==> config.mk <==
export PLATFORM = sky130hd
export DESIGN_NAME = muldiv_unit
export DESIGN_NICKNAME = d
export VERILOG_FILES = /design/src/rtl/muldiv_unit_pkg.sv /design/src/rtl/muldiv_unit.sv
export SDC_FILE = /design/constraint.sdc
export NUM_CORES = 1
export LEC_CHECK = 0
export CORE_ASPECT_RATIO = 1.1
export CORE_MARGIN = 2
export CORE_UTILIZATION = 30
export CTS_BUF_LIST = sky130_fd_sc_hd__clkbuf_4 sky130_fd_sc_hd__clkbuf_8
export DETAILED_ROUTE_END_ITERATION = 12
export HOLD_SLACK_MARGIN = 0.06
export PLACE_DENSITY = 0.51
export SETUP_SLACK_MARGIN = 0.3
export SYNTH_ARGS = -nofsm -noshare
export SYNTH_HDL_FRONTEND = slang
export SYNTH_SLANG_ARGS = --single-unit
==> constraint.sdc <==
create_clock -name clk -period 3.6 [get_ports clk]
set_clock_uncertainty 0.15 [all_clocks]
set_input_delay 0.72 -clock clk [delete_from_list [all_inputs] [get_ports clk]]
set_output_delay 0.72 -clock clk [all_outputs]
set_load 0.01 [all_outputs]
==> src/rtl/muldiv_unit_pkg.sv <==
// Shared constants and types for the iterative RV32M multiply/divide unit.
package muldiv_unit_pkg;

    localparam int unsigned MULDIV_XLEN = 32;

    // Operation encodings match the RV32M funct3 field.
    localparam logic [2:0] MULDIV_OP_MUL    = 3'd0;
    localparam logic [2:0] MULDIV_OP_MULH   = 3'd1;
    localparam logic [2:0] MULDIV_OP_MULHSU = 3'd2;
    localparam logic [2:0] MULDIV_OP_MULHU  = 3'd3;
    localparam logic [2:0] MULDIV_OP_DIV    = 3'd4;
    localparam logic [2:0] MULDIV_OP_DIVU   = 3'd5;
    localparam logic [2:0] MULDIV_OP_REM    = 3'd6;
    localparam logic [2:0] MULDIV_OP_REMU   = 3'd7;

    typedef enum logic [1:0] {
        MULDIV_STATE_IDLE = 2'd0,
        MULDIV_STATE_CALC = 2'd1,
        MULDIV_STATE_FIX  = 2'd2,
        MULDIV_STATE_DONE = 2'd3
    } muldiv_state_e;

    // Divide-class ops all have funct3[2] set.
    function automatic logic op_is_div(input logic [2:0] op);
        return op[2];
    endfunction

endpackage

==> src/rtl/muldiv_unit.sv <==
// Iterative RV32M multiply/divide: one shift-add or restoring-divide step per cycle.
module muldiv_unit
    import muldiv_unit_pkg::*;
#(
    parameter int unsigned XLEN = MULDIV_XLEN
) (
    input  logic            clk,
    input  logic            rst,
    input  logic            start,
    input  logic [2:0]      op,
    input  logic [XLEN-1:0] a,
    input  logic [XLEN-1:0] b,
    output logic            busy,
    output logic            done,
    output logic [XLEN-1:0] result
);

    localparam int unsigned CNT_W = $clog2(XLEN) + 1;

    muldiv_state_e     state;
    muldiv_state_e     next_state;
    logic [CNT_W-1:0]  cnt;
    logic [2:0]        op_q;
    logic [XLEN-1:0]   hi;      // product high half / partial remainder
    logic [XLEN-1:0]   lo;      // multiplier then product low half / dividend then quotient
    logic [XLEN-1:0]   md;      // multiplicand or divisor magnitude
    logic              sign_q;
    logic              sign_r;

    logic              accept;
    logic              a_signed;
    logic              b_signed;
    logic              sa;
    logic              sb;
    logic [XLEN-1:0]   a_mag;
    logic [XLEN-1:0]   b_mag;
    logic              b_zero;
    logic              ovf;
    logic              special;
    logic [XLEN-1:0]   special_res;
    logic [XLEN:0]     mul_sum;
    logic [XLEN:0]     div_sh;
    logic              div_ge;
    logic [XLEN-1:0]   div_sub;
    logic [2*XLEN-1:0] prod;
    logic [2*XLEN-1:0] prod_fix;
    logic [XLEN-1:0]   quot_fix;
    logic [XLEN-1:0]   rem_fix;
    logic [XLEN-1:0]   fix_res;

    // Acceptance decode, operand magnitudes and special-case detection.
    always_comb begin
        accept      = start && (state == MULDIV_STATE_IDLE || state == MULDIV_STATE_DONE);
        a_signed    = (op == MULDIV_OP_MULH) || (op == MULDIV_OP_MULHSU) ||
                      (op == MULDIV_OP_DIV)  || (op == MULDIV_OP_REM);
        b_signed    = (op == MULDIV_OP_MULH) || (op == MULDIV_OP_DIV) || (op == MULDIV_OP_REM);
        sa          = a_signed && a[XLEN-1];
        sb          = b_signed && b[XLEN-1];
        a_mag       = sa ? -a : a;
        b_mag       = sb ? -b : b;
        b_zero      = (b == '0);
        ovf         = ((op == MULDIV_OP_DIV) || (op == MULDIV_OP_REM)) &&
                      (a == {1'b1, {(XLEN-1){1'b0}}}) && (b == {XLEN{1'b1}});
        special     = op_is_div(op) && (b_zero || ovf);
        special_res = '0;
        if (b_zero) begin
            special_res = op[1] ? a : {XLEN{1'b1}};
        end else if (ovf) begin
            special_res = op[1] ? '0 : a;
        end
    end

    // One iteration step plus the sign-correction / result-select of FIX.
    always_comb begin
        mul_sum  = {1'b0, hi} + (lo[0] ? {1'b0, md} : '0);
        div_sh   = {hi, lo[XLEN-1]};
        div_ge   = (div_sh >= {1'b0, md});
        div_sub  = XLEN'(div_sh - {1'b0, md});
        prod     = {hi, lo};
        prod_fix = sign_q ? -prod : prod;
        quot_fix = sign_q ? -lo : lo;
        rem_fix  = sign_r ? -hi : hi;
        case (op_q)
            MULDIV_OP_MUL:                  fix_res = prod_fix[XLEN-1:0];
            MULDIV_OP_DIV, MULDIV_OP_DIVU:  fix_res = quot_fix;
            MULDIV_OP_REM, MULDIV_OP_REMU:  fix_res = rem_fix;
            default:                        fix_res = prod_fix[2*XLEN-1:XLEN];
        endcase
    end

    // Next-state logic.
    always_comb begin
        next_state = state;
        case (state)
            MULDIV_STATE_IDLE, MULDIV_STATE_DONE: begin
                if (accept) begin
                    next_state = special ? MULDIV_STATE_DONE : MULDIV_STATE_CALC;
                end else begin
                    next_state = MULDIV_STATE_IDLE;
                end
            end
            MULDIV_STATE_CALC: begin
                if (cnt == CNT_W'(XLEN - 1)) begin
                    next_state = MULDIV_STATE_FIX;
                end
            end
            MULDIV_STATE_FIX:  next_state = MULDIV_STATE_DONE;
            default:           next_state = MULDIV_STATE_IDLE;
        endcase
    end

    // State, handshake outputs and datapath registers.
    always_ff @(posedge clk) begin
        if (rst) begin
            state  <= MULDIV_STATE_IDLE;
            busy   <= 1'b0;
            done   <= 1'b0;
            result <= '0;
            cnt    <= '0;
            op_q   <= '0;
            hi     <= '0;
            lo     <= '0;
            md     <= '0;
            sign_q <= 1'b0;
            sign_r <= 1'b0;
        end else begin
            state <= next_state;
            busy  <= (next_state == MULDIV_STATE_CALC) || (next_state == MULDIV_STATE_FIX);
            done  <= (next_state == MULDIV_STATE_DONE);
            if (accept) begin
                op_q   <= op;
                cnt    <= '0;
                sign_q <= sa ^ sb;
                sign_r <= sa;
                hi     <= '0;
                lo     <= op_is_div(op) ? a_mag : b_mag;
                md     <= op_is_div(op) ? b_mag : a_mag;
                if (special) begin
                    result <= special_res;
                end
            end else if (state == MULDIV_STATE_CALC) begin
                cnt <= cnt + CNT_W'(1);
                if (op_is_div(op_q)) begin
                    hi <= div_ge ? div_sub : div_sh[XLEN-1:0];
                    lo <= {lo[XLEN-2:0], div_ge};
                end else begin
                    hi <= mul_sum[XLEN:1];
                    lo <= {mul_sum[0], lo[XLEN-1:1]};
                end
            end else if (state == MULDIV_STATE_FIX) begin
                result <= fix_res;
            end
        end
    end

endmodule
-- Yosys cells after proc, flatten, opt, wreduce, memory -nomap -nowiden
Index checks and enable logic that the tools add are counted.
- $add $sub $neg: 8
- magnitude comparators: 1
- eq/ne operators: 19
- multiplexer cells: 26
- bitwise gates (word level): 1
- reductions and logical operators: 25
- operators by type and width (kind ; number):
    $mux 32 ; 20
    $neg 32->32 ; 4
    $pmux 32 s3 ; 1
    $eq 32x32->1 const B ; 2
    $mux 64 ; 1
    $neg 64->64 ; 1
    $add 32x32->33 ; 1
    $ge 33x32->1 ; 1
    $logic_not 32->1 ; 1
    $sub 32x32->32 ; 1
    $eq 3x3->1 const B ; 6
    $logic_or 1x1->1 ; 9
    $eq 2x2->1 const B ; 4
    $reduce_or 2->1 ; 4
    $add 6x1->6 const B ; 1
    $eq 6x5->1 const B ; 1
    $logic_and 1x1->1 ; 6
    $mux 2 ; 3
    $pmux 2 s3 ; 1
    $eq 2x1->1 const B ; 2
    $reduce_bool 2->1 ; 2
    $eq 3x1->1 const B ; 1
    $eq 3x2->1 const B ; 1
    $logic_not 3->1 ; 1
    5 further kinds ; 5
- register bits after elaboration: 143
- input port bits: 70
- output and inout port bits: 34
- word-level logic and storage cells: 91

-- Depth between registers and ports, before layout
- depth after elaboration: 11
- depth in mapped cells: 14
- depth with buffers taken out: 12

-- Least setup slack after synthesis
OpenSTA, ideal clock, no wires.
- path kind: reg-to-reg
- start point: reg lo[0]
- end point: reg hi[23]
- library setup time: 132 ps
- arrival time: 3252 ps
- required time: 3318 ps
- setup slack: 66 ps
- cell stages (with the launch flop): 14
- buffers on the path: 1
- period minus slack after synthesis: 3534 ps
- cells stage by stage: dfxtp_1 inv_1 clkbuf_1 nor2_1 ha_1 a211oi_1 o21ai_0 a221oi_1 o31ai_1 o2111ai_1 a21boi_0 a2111o_1 o2111ai_1 a21oi_1
- longest elaborated chain between the ends: 3
- ends and longest elaborated chain (what ; line ; text):
    from (decl) ; muldiv_unit.sv:25 ; logic [XLEN-1:0] lo;
    from (signal assigned) ; muldiv_unit.sv:136 ; lo <= op_is_div(op) ? a_mag : b_mag;
    from (signal assigned) ; muldiv_unit.sv:145 ; lo <= {lo[XLEN-2:0], div_ge};
    from (signal assigned) ; muldiv_unit.sv:148 ; lo <= {mul_sum[0], lo[XLEN-1:1]};
    $mux 32 ; muldiv_unit.sv:75 ; mul_sum = {1'b0, hi} + (lo[0] ? {1'b0, md} : '0);
    $add 32x32->33 ; muldiv_unit.sv:75 ;
    $mux 32 ; muldiv_unit.sv:143 ; if (op_is_div(op_q)) begin
    to (signal assigned) ; muldiv_unit.sv:144 ; hi <= div_ge ? div_sub : div_sh[XLEN-1:0];
    to (signal assigned) ; muldiv_unit.sv:147 ; hi <= mul_sum[XLEN:1];
    to (decl) ; muldiv_unit.sv:24 ; logic [XLEN-1:0] hi;
Every way passes these cells.
A chain may end at the register's enable or synchronous reset.

-- Worst setup path after layout
- start point: reg lo[0]
- end point: reg hi[30]
Same word-level chain as after synthesis.

==> impl_results.md <==
* Synthesis Warnings at 0
* RSZ-0062 raised after global routing: true
* Hold Violations, Final at 0
* Starting density of the core at 30.3%
* Power Dens Cells at 298 nW/um^2
* Max Clk Rate at 303 MHz
* Finished Cell Area at 19400 sq um
* Die Height at 237 um
* Initial antenna violation count at 1
* Synth Net Count at 2243
* Pleak at 7.58 nW
* Avg Vias per Cell at 5.53
* GRT Overall Usage at 23.7%
* Total Power at 0.00579 W
* Util after Layout at 39.8%
* GPL Wtd Cong at 0.952
* GR Overflow Total at 0
* Post-synth top area share at 19.4%
* Status: finished clean
* Post-Synthesis Cell Area at 14800 sq um
* Sequential fraction of the synthesis area at 19.4%
* Rows at 85
* Commonest cells in the netlist: 248 x nor2_1, 202 x a21oi_1, 193 x nand2_1
* Hold-fix buffers, CTS at 0
* Syn Inst Count at 2098
* WS Path Type: reg2reg
* Clk pin slew, worst setup/hold paths at 100 ps
* Worst path required time at 3850 ps
* Number of synthesized flops with an enable pin at 0
* VDD IR max at 0.000169 V
* First-pass DRT Iterations at 6
* Tmin final at 3300 ps
* Layout cells sized above 1 at 19.7%
* Die ar. at 51000 sq um
* Clock sinks at 143
* Dpl hpwl at 48600 um
* TritonCTS Buffers at 17
* Critical Path AT at 3550 ps
* Largest net degree at the start of global routing at 76
* Register bit count reported by yosys at 143
* I/O Buffers at 103
* Vias in the first global route at 16256
* Synth-to-Final Area Change at 31.3%
* Area leader, netlist: dfxtp_1
* Period utilization at 91.6%
* GR Util met3 at 2.08%
* Core ar. at 48800 sq um
* Area after DPL at 18000 sq um
* Largest fanout on the critical path at 7
* DR vias at 16625
* Crit end category: flop
* Met2 global-route usage at 40.7%
* DR DRC count at 0
* Clock root cell: clkbuf_8
* Max Cap Viol at 0
* Most area-consuming cells after synthesis: dfxtp_1 19%, a21oi_1 6.8%, xnor2_1 6.6%, nor2_1 6.3%, ha_1 6.2%
* First-pass GRT wire length at 94700 um
* Slew margin rel. at 44.0%
* CTS H-tree depth at 4
* Initial DRC count at 1461
* Final setup viols at 0
* Met1 Usage GRT at 30.2%
* Post-DRT Antenna Nets at 0
* Syn avg cell area at 7.04 sq um
* Worst-Skew Late Latency at 510 ps
* Async S/R FF share, synth at 0%
* Most common cell in the netlist: nor2_1
* Routed wire per std cell at 20.7 um
* Max-slew violations at 0
* Critical path startpoint category: flop
* DP Cell Count at 2945
* TritonCTS clock tree: yes
* Final Instance Count excl. Fillers at 3008
* Hold WC Path Type: reg2reg
* Net count, final at 2487
* Max clock buf depth at 2
* Most used DFF post-synth: dfxtp_1
* Distinct cell type count after synthesis at 72
* Slew @ Worst Pin at 841 ps
* Width of the die at 216 um
* Detailed Route WL at 62100 um
* Most Crowded Layer GR: met2
* # IOs at 104
## state kept, by name (all words and copies together) (netlist names), 2 cells and up
| register | count |
|---|---|
| state | 2 |
| md | 32 |
| op_q | 3 |
| cnt | 6 |
| hi | 32 |
| lo | 32 |
| result | 32 |
## path summary, 6_finish.rpt
check | depth (start not counted) | start | endpoint | slack [ps]
worst max-delay path | 15 | lo[0] | hi[30] | 300
worst min-delay path | 2 | md[14] | md[14] | 300
worst max register to register | 15 | lo[0] | hi[30] | 300
worst min register to register | 2 | md[14] | md[14] | 300
## worst max-delay path, cell delays in order, from the launching register on
cell	delay (ps)
dfxtp_4	390
inv_8	60
buf_8	130
nor2_1	190
ha_4	260
a21oi_2	150
nand2_1	110
a2111oi_4	330
buf_4	170
nor4_2	40
buf_4	160
a21o_1	220
a2111o_1	390
a21o_1	170
a21oi_2	190
nor3_2	70
## kinds of logic after synthesis
logic type	Yosys count	synth area share (%)
AOI/OAI and AO/OA	698	30.2
xor gates and xnor gates	182	10.8
and+or+nand+nor	691	22.0
buffers and inverters	236	6.13
adders and majority gates	75	6.45
DFF	143	19.4
muxes	73	5.08
## cell type report
type,count,area (sq um)
multi-input cells,1719,11600
repair buffers,386,3380
inverters,75,307
fillers,5104,29400
diodes,1,2.50
flip-flops and latches,143,2880
clock buffers,17,234
clock inverters,15,174
well taps,652,816
## per-layer routing
| metal | share of wire (%) | up-vias | wire, um |
|---|---|---|---|
| met1 | 43 | 7851 | 26800 |
| met5 | 0 | - | 0 |
| met2 | 48 | 528 | 30000 |
| met3 | 4.4 | 112 | 2730 |
| met4 | 4.2 | 0 | 2620 |
| li1 | - | 8134 | - |
## power by group
part | internal, W | total, W | switching [W]
registers | 0.00166 | 0.00177 | 0.000104
clock network | 0.000637 | 0.00143 | 0.000788
logic | 0.00114 | 0.00260 | 0.00146
total | 0.00344 | 0.00579 | 0.00235
## metrics by stage
step	worst slack, ps	setup TNS (ps)	hold slack, ps
6_report	302	0	305
5_1_grt	182	0	323
4_1_cts	236	0	308
3_5_place_dp	-428	-16570	295
3_3_place_gp	-431	-15280	292
2_1_floorplan	220	0	282
## repair_timing
action / CTS / global route
resized for setup: 47 / 112
setup buffers: 9 / 17
pin swaps: 26 / 44
cloned: 1 / 3
setup endpoints to repair: 69 / 73
## cell usage in the layout, fill, tap and decap left out, drive strengths merged, types with 26 or more instances in the layout
cell type,Yosys,routed
clkdlybuf4s50,0,96
nand4,26,26
xor2,70,70
nand2,193,193
nor3,49,49
a21oi,202,202
o31ai,33,33
buf,29,282
a211oi,40,40
inv,73,81
dfxtp,143,143
o211ai,52,52
mux2i,57,57
ha,73,73
nor2,248,248
nand3,31,31
o21ai,163,163
xnor2,112,112
a21o,31,31
Power figures use the tool's default switching activity.
==> patch (config.mk and constraints unchanged) <==
Register the output `result` once more, cleared by the reset; this adds one clock of latency there. The other outputs are not delayed to match.
--- a/src/rtl/muldiv_unit.sv
+++ b/src/rtl/muldiv_unit.sv
@@ -18,2 +18,4 @@
     localparam int unsigned CNT_W = $clog2(XLEN) + 1;
+
+    logic [XLEN-1:0] result_s0;
 
@@ -117,3 +119,3 @@
             done   <= 1'b0;
-            result <= '0;
+            result_s0 <= '0;
             cnt    <= '0;
@@ -138,3 +140,3 @@
                 if (special) begin
-                    result <= special_res;
+                    result_s0 <= special_res;
                 end
@@ -150,3 +152,3 @@
             end else if (state == MULDIV_STATE_FIX) begin
-                result <= fix_res;
+                result_s0 <= fix_res;
             end
@@ -155,2 +157,10 @@
 
+    always_ff @(posedge clk) begin
+        if (rst) begin
+            result <= '0;
+        end else begin
+            result <= result_s0;
+        end
+    end
+
 endmodule
Check against the original RTL: not equivalent (a bounded check fails within 4 cycles, from zero or initial values and one cycle with rst high).
==> patch against the unedited design <==
Worst setup slack got worse by 0.15 ns. Area after synthesis rose by 8.6%. Power rose by 12%. Routed wire length is 13% higher. Final cell count is 5.0% higher. Sequential cell count rose by 32. Design area up 5.3%. Combinational power is 8.8% higher. Via count grew 9.0%. Sequential share of layout area rose by 2.4 points. Core utilization down 0.94 points.
==> patch: results (changes against the unedited design) <==
[run_status]
status=finished, final reports clean

[power_and_ir_drop]
netSwitchingPower_mw=2.65  ; +13%
peakVddDrop_v=0.000278  ; +64%
p_leak_nw=8.01  ; +5.7%
pg_comb_mw=2.83  ; +8.8%

[synthesis]
synthMuxAreaShare=0.0439  ; -0.00692
ys_seq_area_frac=0.218  ; +0.0245
syn_nets=2374  ; +5.8%
synth_cell_types=87  ; +21%
synth_xor_area_frac=0.0890  ; -0.0189
synth_area_leaders=dfxtp_1 22%, a21oi_1 5.8%, ha_1 5.7%

[cts]
clk_latency_ns=0.55  ; +0.04 ns

[worst_setup_path]
critical_path.max_stage_delay_ns=0.56  ; +0.17 ns
arrival_ns=3.73  ; +0.18 ns
cp_top_family=simple AND/OR/NAND/NOR gates
r2r_end=result_s0[24]$_SDFFE_PP0P_
rr_worst_depth=8  ; -7
worstPathMaxFanout=4  ; -3

[timing]
tightest_slew_ns=1.18  ; +0.344 ns

[routing]
detail_route.iter0.violations=1304  ; -11%
wl_met3_um=4460  ; +63%
avgRoutedWirePerCell_um=22.2  ; +7.6%
dr_wl_met2_um=31800  ; +6.1%

[global_route]
grt_pass1_wl_um=104000  ; +10%
grt_max_degree=82  ; +7.9%
grt_pass1_vias=17200  ; +5.8%
grt_use_total=0.249  ; +0.0121

[placed_design]
dp_hpwl_um=56000  ; +15%
place_congestion=0.984  ; +3.4%

[finish]
n_fill_cell=5596  ; +9.6%
seqCellArea_um2=3520  ; +22%
drive_gt1_frac=0.181  ; -0.0169

[min_path]
hp-start=md[11]$_SDFFE_PP0P_

## patch: cell types whose count changed in the layout (fill, tap and decap cells not counted), sizes merged, moves of 13 or more
| cell | before | now |
|---|---|---|
| xor2 | 70 | 91 |
| mux2 | 16 | 3 |
| nand2 | 193 | 226 |
| dfxtp | 143 | 175 |
| a31oi | 14 | 40 |
| nor2 | 248 | 209 |
| xnor2 | 112 | 72 |
| a21oi | 202 | 187 |
| o211ai | 52 | 75 |
| nor2b | 14 | 46 |
## patch: tightest hold or removal path, cell delays in order, from the launching register on
cell,delay [ns]
dfxtp_1,0.32
nand2_1,0.05
a21oi_1,0.05
## patch: layer usage
metal | vias to the layer above | GRT usage
li1 | 8655 | -
met1 | 8592 | 0.319
met2 | 721 | 0.404
met3 | 151 | 0.0336
met4 | 0 | 0.135
met5 | - | 0
## patch: cell type report
| type | instances | area share |
|---|---|---|
| Sequential cell | 175 | 0.172 |
| Timing Repair Buffer | 384 | 0.158 |
| Inverter | 75 | 0.0138 |
| Clock inverter | 12 | 0.00741 |
| Clock buffer | 20 | 0.0132 |
| Tap cell | 675 | 0.0413 |
| Antenna cell | 1 | 0.000123 |
| Multi-Input combinational cell | 1815 | 0.594 |
## patch: per-stage QoR
stage / cells / hold slack, ns / power (mW) / setup slack (ns) / setup TNS, ns
detailed placement: 3119 / 0.297 / 4.81 / -0.366 / -4.00
global placement: 3119 / 0.295 / 4.80 / -0.325 / -3.61
floorplan: 2229 / 0.277 / 3.66 / 0.240 / 0
finish: 3157 / 0.308 / 6.48 / 0.157 / 0
CTS: 3155 / 0.310 / 6.39 / 0.180 / 0
global route: 3156 / 0.325 / 6.78 / 0.0816 / 0
## patch: repair_timing
item,4_1_cts,5_1_grt
hold endpoints to repair,0,0
setup buffers,4,1
setup endpoints to repair,51,64
pin swaps,17,32
resized for setup,43,67
